$ cat config.mk
export PLATFORM = sky130hd
export DESIGN_NAME = instr_encoder
export DESIGN_NICKNAME = d
export VERILOG_FILES = /design/src/rtl/instr_enc_pkg.sv /design/src/rtl/instr_field_pack.sv /design/src/rtl/instr_encoder.sv
export SDC_FILE = /design/constraint.sdc
export NUM_CORES = 1
export LEC_CHECK = 0
export BUFFER_PORTS_ARGS = -buffer_cell sky130_fd_sc_hd__buf_2
export CAP_MARGIN = 15
export CORE_UTILIZATION = 45
export DETAILED_ROUTE_END_ITERATION = 8
export MAX_ROUTING_LAYER = met4
export PLACE_DENSITY_LB_ADDON = 0.25
export SLEW_MARGIN = 20
export SYNTH_ARGS = -nofsm -noshare
export SYNTH_HDL_FRONTEND = slang
export SYNTH_SLANG_ARGS = --single-unit
$ cat constraint.sdc
create_clock -name clk -period 1.7 [get_ports clk]
set_input_delay 0.255 -clock clk [delete_from_list [all_inputs] [get_ports clk]]
set_output_delay 0.255 -clock clk [all_outputs]
set_load 0.05 [all_outputs]
$ cat src/rtl/instr_enc_pkg.sv
// Shared RV32I opcode constants, request classes and request payload for the instruction encoder.
// Optional immediate range checking is enabled with INSTR_ENC_RANGE_CHK_EN (see instr_field_pack).
package instr_enc_pkg;

  localparam int unsigned XLEN  = 32;
  localparam int unsigned IMM_W = 21;
  localparam int unsigned REG_W = 5;

  localparam logic [6:0] OPC_R_TYPE = 7'b0110011;
  localparam logic [6:0] OPC_LW     = 7'b0000011;
  localparam logic [6:0] OPC_SW     = 7'b0100011;
  localparam logic [6:0] OPC_BR     = 7'b1100011;
  localparam logic [6:0] OPC_I_TYPE = 7'b0010011;
  localparam logic [6:0] OPC_JAL    = 7'b1101111;
  localparam logic [6:0] OPC_JALR   = 7'b1100111;

  localparam logic [6:0] FUNCT7_ALT = 7'b0100000;

  typedef enum logic [2:0] {
    CLS_R       = 3'd0,
    CLS_LW      = 3'd1,
    CLS_SW      = 3'd2,
    CLS_BR      = 3'd3,
    CLS_I       = 3'd4,
    CLS_JAL     = 3'd5,
    CLS_JALR    = 3'd6,
    CLS_ILLEGAL = 3'd7
  } instr_class_e;

  typedef struct packed {
    instr_class_e       cls;
    logic [2:0]         funct3;
    logic               alt;
    logic [REG_W-1:0]   rd;
    logic [REG_W-1:0]   rs1;
    logic [REG_W-1:0]   rs2;
    logic [IMM_W-1:0]   imm;
  } instr_req_t;

endpackage

$ cat src/rtl/instr_field_pack.sv
// Combinational packer: request fields to an RV32I word plus a legal flag.
// With INSTR_ENC_RANGE_CHK_EN defined, out-of-range immediates are flagged illegal.
module instr_field_pack
  import instr_enc_pkg::*;
(
  input  instr_req_t        req_i,
  output logic [XLEN-1:0]   word_c,
  output logic              legal_c
);

  logic       is_shift;
  logic [6:0] f7_r;
  logic [6:0] f7_sh;
  logic       imm12_ok;
  logic       imm13_ok;
  logic       shamt_ok;
  logic       even_ok;

  assign is_shift = (req_i.funct3 == 3'b001) || (req_i.funct3 == 3'b101);
  assign f7_r     = req_i.alt ? FUNCT7_ALT : 7'b0;
  // Only srai takes the alternate funct7; slli always encodes zero.
  assign f7_sh    = (req_i.alt && (req_i.funct3 == 3'b101)) ? FUNCT7_ALT : 7'b0;

`ifdef INSTR_ENC_RANGE_CHK_EN
  assign imm12_ok = (&req_i.imm[20:11]) || (~|req_i.imm[20:11]);
  assign imm13_ok = (&req_i.imm[20:12]) || (~|req_i.imm[20:12]);
  assign shamt_ok = ~|req_i.imm[20:5];
  assign even_ok  = ~req_i.imm[0];
`else
  logic unused_imm0;
  assign unused_imm0 = req_i.imm[0];
  assign imm12_ok    = 1'b1;
  assign imm13_ok    = 1'b1;
  assign shamt_ok    = 1'b1;
  assign even_ok     = 1'b1;
`endif

  always_comb begin
    word_c  = '0;
    legal_c = 1'b0;
    unique case (req_i.cls)
      CLS_R: begin
        word_c  = {f7_r, req_i.rs2, req_i.rs1, req_i.funct3, req_i.rd, OPC_R_TYPE};
        legal_c = 1'b1;
      end
      CLS_I: begin
        if (is_shift) begin
          word_c  = {f7_sh, req_i.imm[4:0], req_i.rs1, req_i.funct3, req_i.rd, OPC_I_TYPE};
          legal_c = shamt_ok;
        end else begin
          word_c  = {req_i.imm[11:0], req_i.rs1, req_i.funct3, req_i.rd, OPC_I_TYPE};
          legal_c = imm12_ok;
        end
      end
      CLS_LW: begin
        word_c  = {req_i.imm[11:0], req_i.rs1, req_i.funct3, req_i.rd, OPC_LW};
        legal_c = imm12_ok;
      end
      CLS_JALR: begin
        word_c  = {req_i.imm[11:0], req_i.rs1, 3'b000, req_i.rd, OPC_JALR};
        legal_c = imm12_ok;
      end
      CLS_SW: begin
        word_c  = {req_i.imm[11:5], req_i.rs2, req_i.rs1, req_i.funct3, req_i.imm[4:0], OPC_SW};
        legal_c = imm12_ok;
      end
      CLS_BR: begin
        word_c  = {req_i.imm[12], req_i.imm[10:5], req_i.rs2, req_i.rs1, req_i.funct3,
                   req_i.imm[4:1], req_i.imm[11], OPC_BR};
        legal_c = imm13_ok && even_ok;
      end
      CLS_JAL: begin
        word_c  = {req_i.imm[20], req_i.imm[10:1], req_i.imm[11], req_i.imm[19:12], req_i.rd, OPC_JAL};
        legal_c = even_ok;
      end
      default: begin
        word_c  = '0;
        legal_c = 1'b0;
      end
    endcase
  end

endmodule

$ cat src/rtl/instr_encoder.sv
// Instruction encoder top: one output register with valid/ready, wrapping word address, err pulse.
// Build with INSTR_ENC_RANGE_CHK_EN to drop requests whose immediates do not fit their encoding.
module instr_encoder
  import instr_enc_pkg::*;
#(
  parameter logic [31:0] BASE_ADDR  = 32'h0000_0000,
  parameter int unsigned IMEM_WORDS = 256
) (
  input  logic        clk,
  input  logic        reset,
  input  logic        clear,
  input  logic        in_valid,
  output logic        in_ready,
  input  logic [2:0]  in_class,
  input  logic [2:0]  in_funct3,
  input  logic        in_alt,
  input  logic [4:0]  in_rd,
  input  logic [4:0]  in_rs1,
  input  logic [4:0]  in_rs2,
  input  logic [20:0] in_imm,
  output logic        out_valid,
  input  logic        out_ready,
  output logic [31:0] out_instr,
  output logic [31:0] out_addr,
  output logic        err
);

  localparam int unsigned IDX_W = $clog2(IMEM_WORDS);

  typedef enum logic {
    ST_EMPTY = 1'b0,
    ST_FULL  = 1'b1
  } state_e;

  state_e            state_q, state_d;
  logic [XLEN-1:0]   instr_q, instr_d;
  logic [XLEN-1:0]   addr_q, addr_d;
  logic [IDX_W-1:0]  idx_q, idx_d, idx_inc;
  logic              err_q, err_d;

  instr_req_t        req;
  logic [XLEN-1:0]   word_c;
  logic              legal_c;
  logic              accept;
  logic              handshake;

  assign req = '{cls:    instr_class_e'(in_class),
                 funct3: in_funct3,
                 alt:    in_alt,
                 rd:     in_rd,
                 rs1:    in_rs1,
                 rs2:    in_rs2,
                 imm:    in_imm};

  instr_field_pack u_pack (
    .req_i   (req),
    .word_c  (word_c),
    .legal_c (legal_c)
  );

  assign in_ready  = !clear && ((state_q == ST_EMPTY) || out_ready);
  assign accept    = in_valid && in_ready;
  assign handshake = (state_q == ST_FULL) && out_ready;
  assign idx_inc   = (idx_q == IDX_W'(IMEM_WORDS - 1)) ? '0 : idx_q + IDX_W'(1);

  // Next-state: clear wins; a handshake advances the index, a legal accept (re)loads the word.
  always_comb begin
    state_d = state_q;
    instr_d = instr_q;
    idx_d   = idx_q;
    err_d   = 1'b0;
    if (clear) begin
      state_d = ST_EMPTY;
      idx_d   = '0;
    end else begin
      err_d = accept && !legal_c;
      unique case (state_q)
        ST_EMPTY: begin
          if (accept && legal_c) begin
            state_d = ST_FULL;
            instr_d = word_c;
          end
        end
        ST_FULL: begin
          if (handshake) begin
            idx_d = idx_inc;
            if (accept && legal_c) begin
              instr_d = word_c;
            end else begin
              state_d = ST_EMPTY;
            end
          end
        end
        default: state_d = ST_EMPTY;
      endcase
    end
    addr_d = BASE_ADDR + 32'({idx_d, 2'b00});
  end

  always_ff @(posedge clk or posedge reset) begin
    if (reset) begin
      state_q <= ST_EMPTY;
      instr_q <= '0;
      idx_q   <= '0;
      addr_q  <= BASE_ADDR;
      err_q   <= 1'b0;
    end else begin
      state_q <= state_d;
      instr_q <= instr_d;
      idx_q   <= idx_d;
      addr_q  <= addr_d;
      err_q   <= err_d;
    end
  end

  assign out_valid = (state_q == ST_FULL);
  assign out_instr = instr_q;
  assign out_addr  = addr_q;
  assign err       = err_q;

endmodule
==> results of run 1 <==
==> flip-flops by register name, summed over array words and instances (netlist names) <==
signal     count
out_valid      1
out_instr     31
out_addr       8
err            1
==> logic make-up after synthesis <==
logic type | count (synthesis) | synth area share
buffers and inverters | 36 | 0.115
flip-flops | 41 | 0.478
other | 1 | 0.00175
XOR/XNOR | 5 | 0.0204
multiplexers | 3 | 0.0146
adder cells (fa/ha/maj) | 2 | 0.0105
AO/OA/AOI/OAI | 64 | 0.206
AND/OR/NAND/NOR | 64 | 0.154
==> cell type report <==
class	instances	area [um^2]
sequential	41	1030
clock inverter	1	30.0
inverter	2	7.51
timing repair buffer	99	533
multi-input combinational	162	968
clock buffer	7	86.3
tap	52	65.1
fill	402	1760
==> power by group through the flow <==
stage / registers (mW) / logic, mW / clock network (mW)
after floorplan: 1.59 / 0.378 / 0
after global placement: 1.17 / 0.995 / 0
after detailed placement: 1.17 / 1.00 / 0
after CTS: 1.15 / 1.01 / 0.832
after global routing: 1.17 / 1.06 / 0.876
final: 1.15 / 1.00 / 0.814
==> what timing repair did <==
item / CTS / global route
hold buffers: 1 / 0
endpoints found under the setup margin: 0 / 0
hold endpoints to repair: 14 / 0
==> how the worst max path moves through the flow <==
stage,endpoint,slack [ps],depth (start not counted)
after global placement,out_instr[29],200,4
final,out_instr[29],130,4
after global routing,out_instr[28],40,4
after floorplan,out_instr[5],90,4
after detailed placement,out_instr[29],160,4
after CTS,out_instr[29],130,4
==> metal layers <==
metal	track usage	wire, um
met4	0.100	77
met5	-	0
met1	0.269	2210
met2	0.324	2280
met3	0.0356	302
==> metrics by stage <==
step                      setup WS (ps)  instance area [um^2]
after CTS                           128                  2720
after detailed placement            156                  2590
after global routing               43.6                  2720
final                               132                  2720
after floorplan                    86.2                  2240
after global placement              199                  2590
==> cells in the final DEF, fill, tap and decap left out, types with 2 or more instances in the layout <==
master,instances
nand4_1,2
xnor2_1,2
nor2_1,6
a22oi_1,17
nor2_4,2
a31oi_1,3
o22ai_1,2
buf_2,90
a21oi_1,4
dfrtp_1,40
buf_4,7
a22o_1,7
conb_1,24
nand2b_1,5
and4_1,2
mux2i_1,2
clkbuf_8,6
nand2_1,32
and2_1,4
nor2b_1,4
xor2_1,3
o21ai_0,20
==> critical path: stages, from the launching register on <==
cell and delay (ps):
dfrtp_2 440, nand2b_1 100, nand4b_1 350, buf_4 330, a22o_1 240
==> results_tabular.tex, run 1 <==
\begin{tabular}{lr}
\hline
Metric & Value \\
\hline
\multicolumn{2}{l}{\textbf{Floorplanning}} \\
Total I/O pin count & 115 \\
\# rows & 24 \\
Horiz. Die Dim & 71.1 um \\
Die height & 71.1 um \\
Die area & 5050 um\^{}2 \\
Area of the core region & 4470 um\^{}2 \\
Initial cell density of the core & 0.480 \\
\multicolumn{2}{l}{\textbf{Timing}} \\
Total setup violations reported at the end of the flow & 0 \\
Maximum frequency from static timing analysis & 638 MHz \\
Worst-case hold slack & 168 ps \\
Hold violation total from the final report & 0 \\
Setup repair after global routing missed its margin & no \\
Setup total negative slack & 0 ps \\
Final critical-path share of the clock period & 0.922 \\
Headroom to the max-slew limit & 0.611 \\
Maximum clock skew at final layout & 12.0 ps \\
Least-Margin Pin Slew & 581 ps \\
Fin crit period & 1570 ps \\
Final number of max-transition violations & 0 \\
\multicolumn{2}{l}{\textbf{Power and ir drop}} \\
Max VDD drop & 632 uV \\
Power Dens Cells & 1090 nW/um\^{}2 \\
Logic gate share of total power & 0.338 \\
Sequential Power Share & 0.388 \\
Switching component of the power & 1.16 mW \\
Share of power burned in the clock network & 0.274 \\
LEAKAGE & 1.41 nW \\
Post-layout power & 2.97 mW \\
Sw Share & 0.390 \\
Internal power & 1.81 mW \\
\multicolumn{2}{l}{\textbf{Global routing}} \\
GRT Util Overall & 0.209 \\
Number of global-route vias before repair & 1651 \\
Pin count of the biggest net entering global routing & 28 \\
Initial antenna violation count & 0 \\
Global-route wire length before repair & 7.73 mm \\
Total grt overflow & 0 \\
\multicolumn{2}{l}{\textbf{Routing}} \\
ANT nets after route & 0 \\
Total number of vias & 1842 \\
Vias per cell & 5.06 \\
Detailed-route DRC error count & 9 \\
Avg WL per Cell & 13.4 um \\
First drt pass iteration count & 7 \\
Violation count after the first detailed-route iteration & 70 \\
Final wirelength & 4.87 mm \\
\multicolumn{2}{l}{\textbf{Clocking}} \\
Sinks on Clock Net & 41 \\
Post-CTS sizing & 0 \\
Num CTS Buffers & 5 \\
\# H-tree levels & 2 \\
Clk\_lat worst skew & 300 ps \\
Master cell of the clock root buffer & clkbuf\_8 \\
Setup repair bufs after CTS & 0 \\
Maximum clock path buffer count & 2 \\
Clock-pin transition on the worst setup and hold timing paths & 80 ps \\
Clock tree from TritonCTS & yes \\
\multicolumn{2}{l}{\textbf{Outcome}} \\
Result of the run & complete, but fails checks \\
Violated checks & DRC \\
\multicolumn{2}{l}{\textbf{Synth}} \\
Cell type with the largest total area after synthesis & dfrtp\_1 \\
Most frequent cell after synthesis & dfrtp\_1 \\
Largest cells by area after synthesis & dfrtp\_1, buf\_4, a22oi\_1, nand2\_1, o21ai\_0 \\
Number of distinct library cells after synthesis & 45 \\
Number of synthesized flops with an enable pin & 0 \\
Synth Instances & 216 \\
Ys flop type & dfrtp\_1 \\
Register area share after synthesis & 0.478 \\
Number of synthesized register bits & 41 \\
FFs w/ async S/R, synth & 1.00 \\
Area fraction of the dominant cell type after synthesis & 0.478 \\
Syn avg cell area & 9.95 um\^{}2 \\
Number of synthesis warnings & 0 \\
Most used standard cells in the synthesized netlist & dfrtp\_1, nand2\_1, buf\_4, o21ai\_0, a22oi\_1 \\
Summed instance area of the synthesized netlist & 2150 um\^{}2 \\
\multicolumn{2}{l}{\textbf{Critical path}} \\
Critical Setup Path Class & reg -> reg \\
Depth of the most critical reg-to-reg path & 4 \\
Setup slack, reg-to-reg & 130 ps \\
Worst Path Required & 1890 ps \\
Critical path fanouts, max & 14 \\
Worst Setup SP & out\_valid \\
Startpoint types & flop \\
Crit path capture type & flop \\
Worst flop-to-flop path startpoint & out\_valid \\
R2r endpoint & out\_instr[29] \\
Critical path data arrival time & 1760 ps \\
\multicolumn{2}{l}{\textbf{Placement}} \\
Cell total after placement & 355 \\
Hpwl dp & 3.70 mm \\
Number of I/O port buffers & 90 \\
Weighted congestion at the end of routability-driven global placement & 0.818 \\
\multicolumn{2}{l}{\textbf{Worst hold path}} \\
Hold Path End & out\_instr[27] \\
Worst Hold Launch & in\_imm[7] \\
Worst min-delay path class & in -> reg \\
Cells on Worst Hold Path & 2 \\
\multicolumn{2}{l}{\textbf{Cells and area}} \\
Final core utilization & 0.607 \\
Area overhead of the layout relative to synthesis & 26.5\% \\
Diodes inserted & 0 \\
\# nets final & 360 \\
Final std cells w/o fill & 364 \\
Layout cell share with drive strength beyond 1 & 0.369 \\
\multicolumn{2}{l}{\textbf{Run}} \\
Total of max-cap violations & 0 \\
\hline
\end{tabular}
Power figures use the tool's default switching activity.
==> run 2, diff against run 1 <==
Settings changed: ABC_AREA set to 1, CORE_UTILIZATION 45 to 47.
==> run 2 against run 1 <==
Against the previous run:
- the run now ends clean
- setup slack improved by 98 ps
- routed wire length rose by 19%
- clock-buffer cell count did not move
- sequential cell count did not move
- cell count rose by 31%
- worst hold slack improved by 6.1 ps
- synthesized cell count rose by 47%
- critical path depth rose by 1
- sequential power barely moved
- via count rose by 23%
- global-route usage rose by 2.1 points
- clock power fell by 19%
- largest cell class is now multi-input gates
==> results_tabular.tex, run 2 <==
\begin{tabular}{lr}
\hline
Metric & Value \\
\hline
\multicolumn{2}{l}{\textbf{Synth}} \\
Register area share after synthesis & 0.412 (was 0.478) \\
Syn avg cell area & 7.82 um\^{}2 (was 9.95 um\^{}2) \\
Cell type with the largest total area after synthesis & dfrtp\_1 (unchanged) \\
Number of synthesized flops with an enable pin & 0 (unchanged) \\
FFs w/ async S/R, synth & 1.00 (unchanged) \\
Largest cells by area after synthesis & dfrtp\_1, nand2\_1, buf\_4, nand3\_1, nor2\_1 (was dfrtp\_1, buf\_4, a22oi\_1, nand2\_1, o21ai\_0) \\
Number of synthesis warnings & 0 (unchanged) \\
Summed instance area of the synthesized netlist & 2490 um\^{}2 (was 2150 um\^{}2) \\
Most used standard cells in the synthesized netlist & nand2\_1, dfrtp\_1, nor2\_1, nand3\_1, buf\_4 (was dfrtp\_1, nand2\_1, buf\_4, o21ai\_0, a22oi\_1) \\
Ys flop type & dfrtp\_1 (unchanged) \\
Synth Instances & 318 (was 216) \\
Most frequent cell after synthesis & nand2\_1 (was dfrtp\_1) \\
Area fraction of the dominant cell type after synthesis & 0.412 (was 0.478) \\
Number of distinct library cells after synthesis & 31 (was 45) \\
Number of synthesized register bits & 41 (unchanged) \\
\multicolumn{2}{l}{\textbf{Timing}} \\
Setup repair after global routing missed its margin & no (unchanged) \\
Worst-case hold slack & 174 ps (was 168 ps) \\
Maximum frequency from static timing analysis & 680 MHz (was 638 MHz) \\
Final number of max-transition violations & 0 (unchanged) \\
Total setup violations reported at the end of the flow & 0 (unchanged) \\
Setup total negative slack & 0 ps (unchanged) \\
Hold violation total from the final report & 0 (unchanged) \\
Final critical-path share of the clock period & 0.865 (was 0.922) \\
Fin crit period & 1470 ps (was 1570 ps) \\
Headroom to the max-slew limit & 0.664 (was 0.611) \\
Maximum clock skew at final layout & 5.47 ps (was 12.0 ps) \\
Least-Margin Pin Slew & 503 ps (was 581 ps) \\
\multicolumn{2}{l}{\textbf{Run}} \\
Total of max-cap violations & 0 (unchanged) \\
\multicolumn{2}{l}{\textbf{Routing}} \\
Met2 Routed Length & 2.85 mm (was 2.28 mm) \\
Final wirelength & 5.82 mm (was 4.87 mm) \\
Violation count after the first detailed-route iteration & 131 (was 70) \\
Max layer used & met4 (unchanged) \\
Total number of vias & 2271 (was 1842) \\
Detailed-route DRC error count & 0 (was 9) \\
ANT nets after route & 0 (unchanged) \\
Vias per cell & 4.75 (was 5.06) \\
DRT met1 WL & 2.62 mm (was 2.21 mm) \\
First drt pass iteration count & 5 (was 7) \\
Avg WL per Cell & 12.2 um (was 13.4 um) \\
Length of routed met3 wiring & 275 um (was 302 um) \\
\multicolumn{2}{l}{\textbf{Cells and area}} \\
Final std cells w/o fill & 478 (was 364) \\
\# nets final & 457 (was 360) \\
Largest register FFs & 31 (unchanged) \\
Post-layout instance area & 2990 um\^{}2 (was 2720 um\^{}2) \\
Most common cell after layout, fill and taps aside & buf\_2 (unchanged) \\
Layout fillers & 509 (was 402) \\
Layout cell share with drive strength beyond 1 & 0.301 (was 0.369) \\
Most used cells in the layout excluding fill and tap cells & buf\_2, nand2\_1, dfrtp\_1, nor2\_1, nand3\_1 (was buf\_2, dfrtp\_1, nand2\_1, conb\_1, o21ai\_0) \\
Diodes inserted & 0 (unchanged) \\
Area overhead of the layout relative to synthesis & 20.4\% (was 26.5\%) \\
\multicolumn{2}{l}{\textbf{Placement}} \\
Weighted congestion at the end of routability-driven global placement & 0.774 (was 0.818) \\
DP Area & 2890 um\^{}2 (was 2590 um\^{}2) \\
Number of I/O port buffers & 90 (unchanged) \\
Cell total after placement & 469 (was 355) \\
Hpwl dp & 4.22 mm (was 3.70 mm) \\
\multicolumn{2}{l}{\textbf{Floorplanning}} \\
Area of the core region & 5110 um\^{}2 (was 4470 um\^{}2) \\
Initial cell density of the core & 0.487 (was 0.480) \\
Die height & 74.8 um (was 71.1 um) \\
Die area & 5590 um\^{}2 (was 5050 um\^{}2) \\
Horiz. Die Dim & 74.8 um (was 71.1 um) \\
\# rows & 26 (was 24) \\
Total I/O pin count & 115 (unchanged) \\
\multicolumn{2}{l}{\textbf{Power and ir drop}} \\
Max VDD drop & 559 uV (was 632 uV) \\
Switching component of the power & 1.26 mW (was 1.16 mW) \\
Sw Share & 0.429 (was 0.390) \\
Logic gate share of total power & 0.378 (was 0.338) \\
Share of power burned in the clock network & 0.223 (was 0.274) \\
Power Dens Cells & 981 nW/um\^{}2 (was 1090 nW/um\^{}2) \\
Sequential Power Share & 0.399 (was 0.388) \\
Internal power & 1.68 mW (was 1.81 mW) \\
LEAKAGE & 1.60 nW (was 1.41 nW) \\
\multicolumn{2}{l}{\textbf{Critical path}} \\
Crit path capture type & flop (unchanged) \\
Setup slack, reg-to-reg & 230 ps (was 130 ps) \\
Worst Path Required & 1940 ps (was 1890 ps) \\
Startpoint types & flop (unchanged) \\
Critical Setup Path Class & reg -> reg (unchanged) \\
Critical path fanouts, max & 21 (was 14) \\
Critical path data arrival time & 1710 ps (was 1760 ps) \\
\multicolumn{2}{l}{\textbf{Global routing}} \\
Number of global-route vias before repair & 2068 (was 1651) \\
GRT Util Overall & 0.230 (was 0.209) \\
Global-route wire length before repair & 9.40 mm (was 7.73 mm) \\
Total grt overflow & 0 (unchanged) \\
Pin count of the biggest net entering global routing & 43 (was 28) \\
Initial antenna violation count & 0 (unchanged) \\
\multicolumn{2}{l}{\textbf{Clocking}} \\
Clock tree from TritonCTS & yes (unchanged) \\
Clk\_lat worst skew & 300 ps (about the same) \\
Sinks on Clock Net & 41 (unchanged) \\
Num CTS Buffers & 5 (unchanged) \\
Master cell of the clock root buffer & clkbuf\_8 (unchanged) \\
Clock-pin transition on the worst setup and hold timing paths & 70 ps (was 80 ps) \\
Setup repair bufs after CTS & 0 (unchanged) \\
\# H-tree levels & 2 (unchanged) \\
Maximum clock path buffer count & 2 (unchanged) \\
\multicolumn{2}{l}{\textbf{Outcome}} \\
Result of the run & complete, no violations (was complete, but fails checks) \\
\multicolumn{2}{l}{\textbf{Worst hold path}} \\
Worst min-delay path class & in -> reg (unchanged) \\
\hline
\end{tabular}
==> run 2: worst max-delay path: stages (launching register included) <==
cell,delay (ps)
dfrtp_1,430
nand2_1,150
nand3_4,150
nor2_4,450
nand3_1,150
nand2_1,80
==> run 2: per-layer routing <==
layer / global-route usage / vias to the layer above
li1: - / 1144
met1: 0.289 / 1048
met2: 0.375 / 72
met3: 0.0482 / 7
met4: 0.0692 / 0
met5: - / -
==> run 2: path summary, 6_finish.rpt <==
kind / start / to / depth (start not counted)
setup / recovery: out_valid / out_instr[27] / 5
hold reg to reg: out_instr[26] / out_instr[26] / 2
hold / removal: in_imm[6] / out_instr[26] / 3
max in group asynchronous: reset / out_instr[21] / 4
setup reg to reg: out_valid / out_instr[27] / 5
min in group asynchronous: reset / out_addr[7] / 4
==> run 2: repair_timing <==
action                                  CTS  global route
gates resized for setup                   0             0
hold buffers                              1             0
hold endpoints to repair                 41             0
endpoints found under the setup margin    0             1
==> run 2: kinds of logic (layout without fill, tap and decap cells) <==
family                   Yosys count  count (layout)  share of synthesized area
AND/OR/NAND/NOR                  172             173                      0.326
buffers and inverters             66             132                      0.163
flip-flops                        41              41                      0.412
AO/OA/AOI/OAI                     36              36                     0.0830
adder cells (fa/ha/maj)            1               1                    0.00503
other                              1              24                    0.00151
multiplexers                       1               1                    0.00905
==> run 2: through the flow <==
stage,utilization,setup slack (ps),power [mW]
finish,0.586,230,2.94
global route,0.586,77.6,3.10
CTS,0.584,133,2.96
detailed placement,0.565,142,2.30
global placement,0.565,213,2.29
floorplan,-,75.5,2.08
==> run 2: power groups by stage <==
stage,logic [mW],clock network [mW],registers [mW]
2_1_floorplan,0.454,0,1.63
3_3_place_gp,1.10,0,1.19
3_5_place_dp,1.11,0,1.19
4_1_cts,1.11,0.674,1.17
5_1_grt,1.19,0.728,1.19
6_report,1.11,0.656,1.17
==> run 2: cell type report <==
cell class / count / area, um^2 / area share
clock buffer: 7 / 86.3 / 0.0288
multi-input combinational: 235 / 1160 / 0.389
sequential: 41 / 1030 / 0.343
tap: 70 / 87.6 / 0.0293
inverter: 30 / 114 / 0.0380
timing repair buffer: 95 / 515 / 0.172
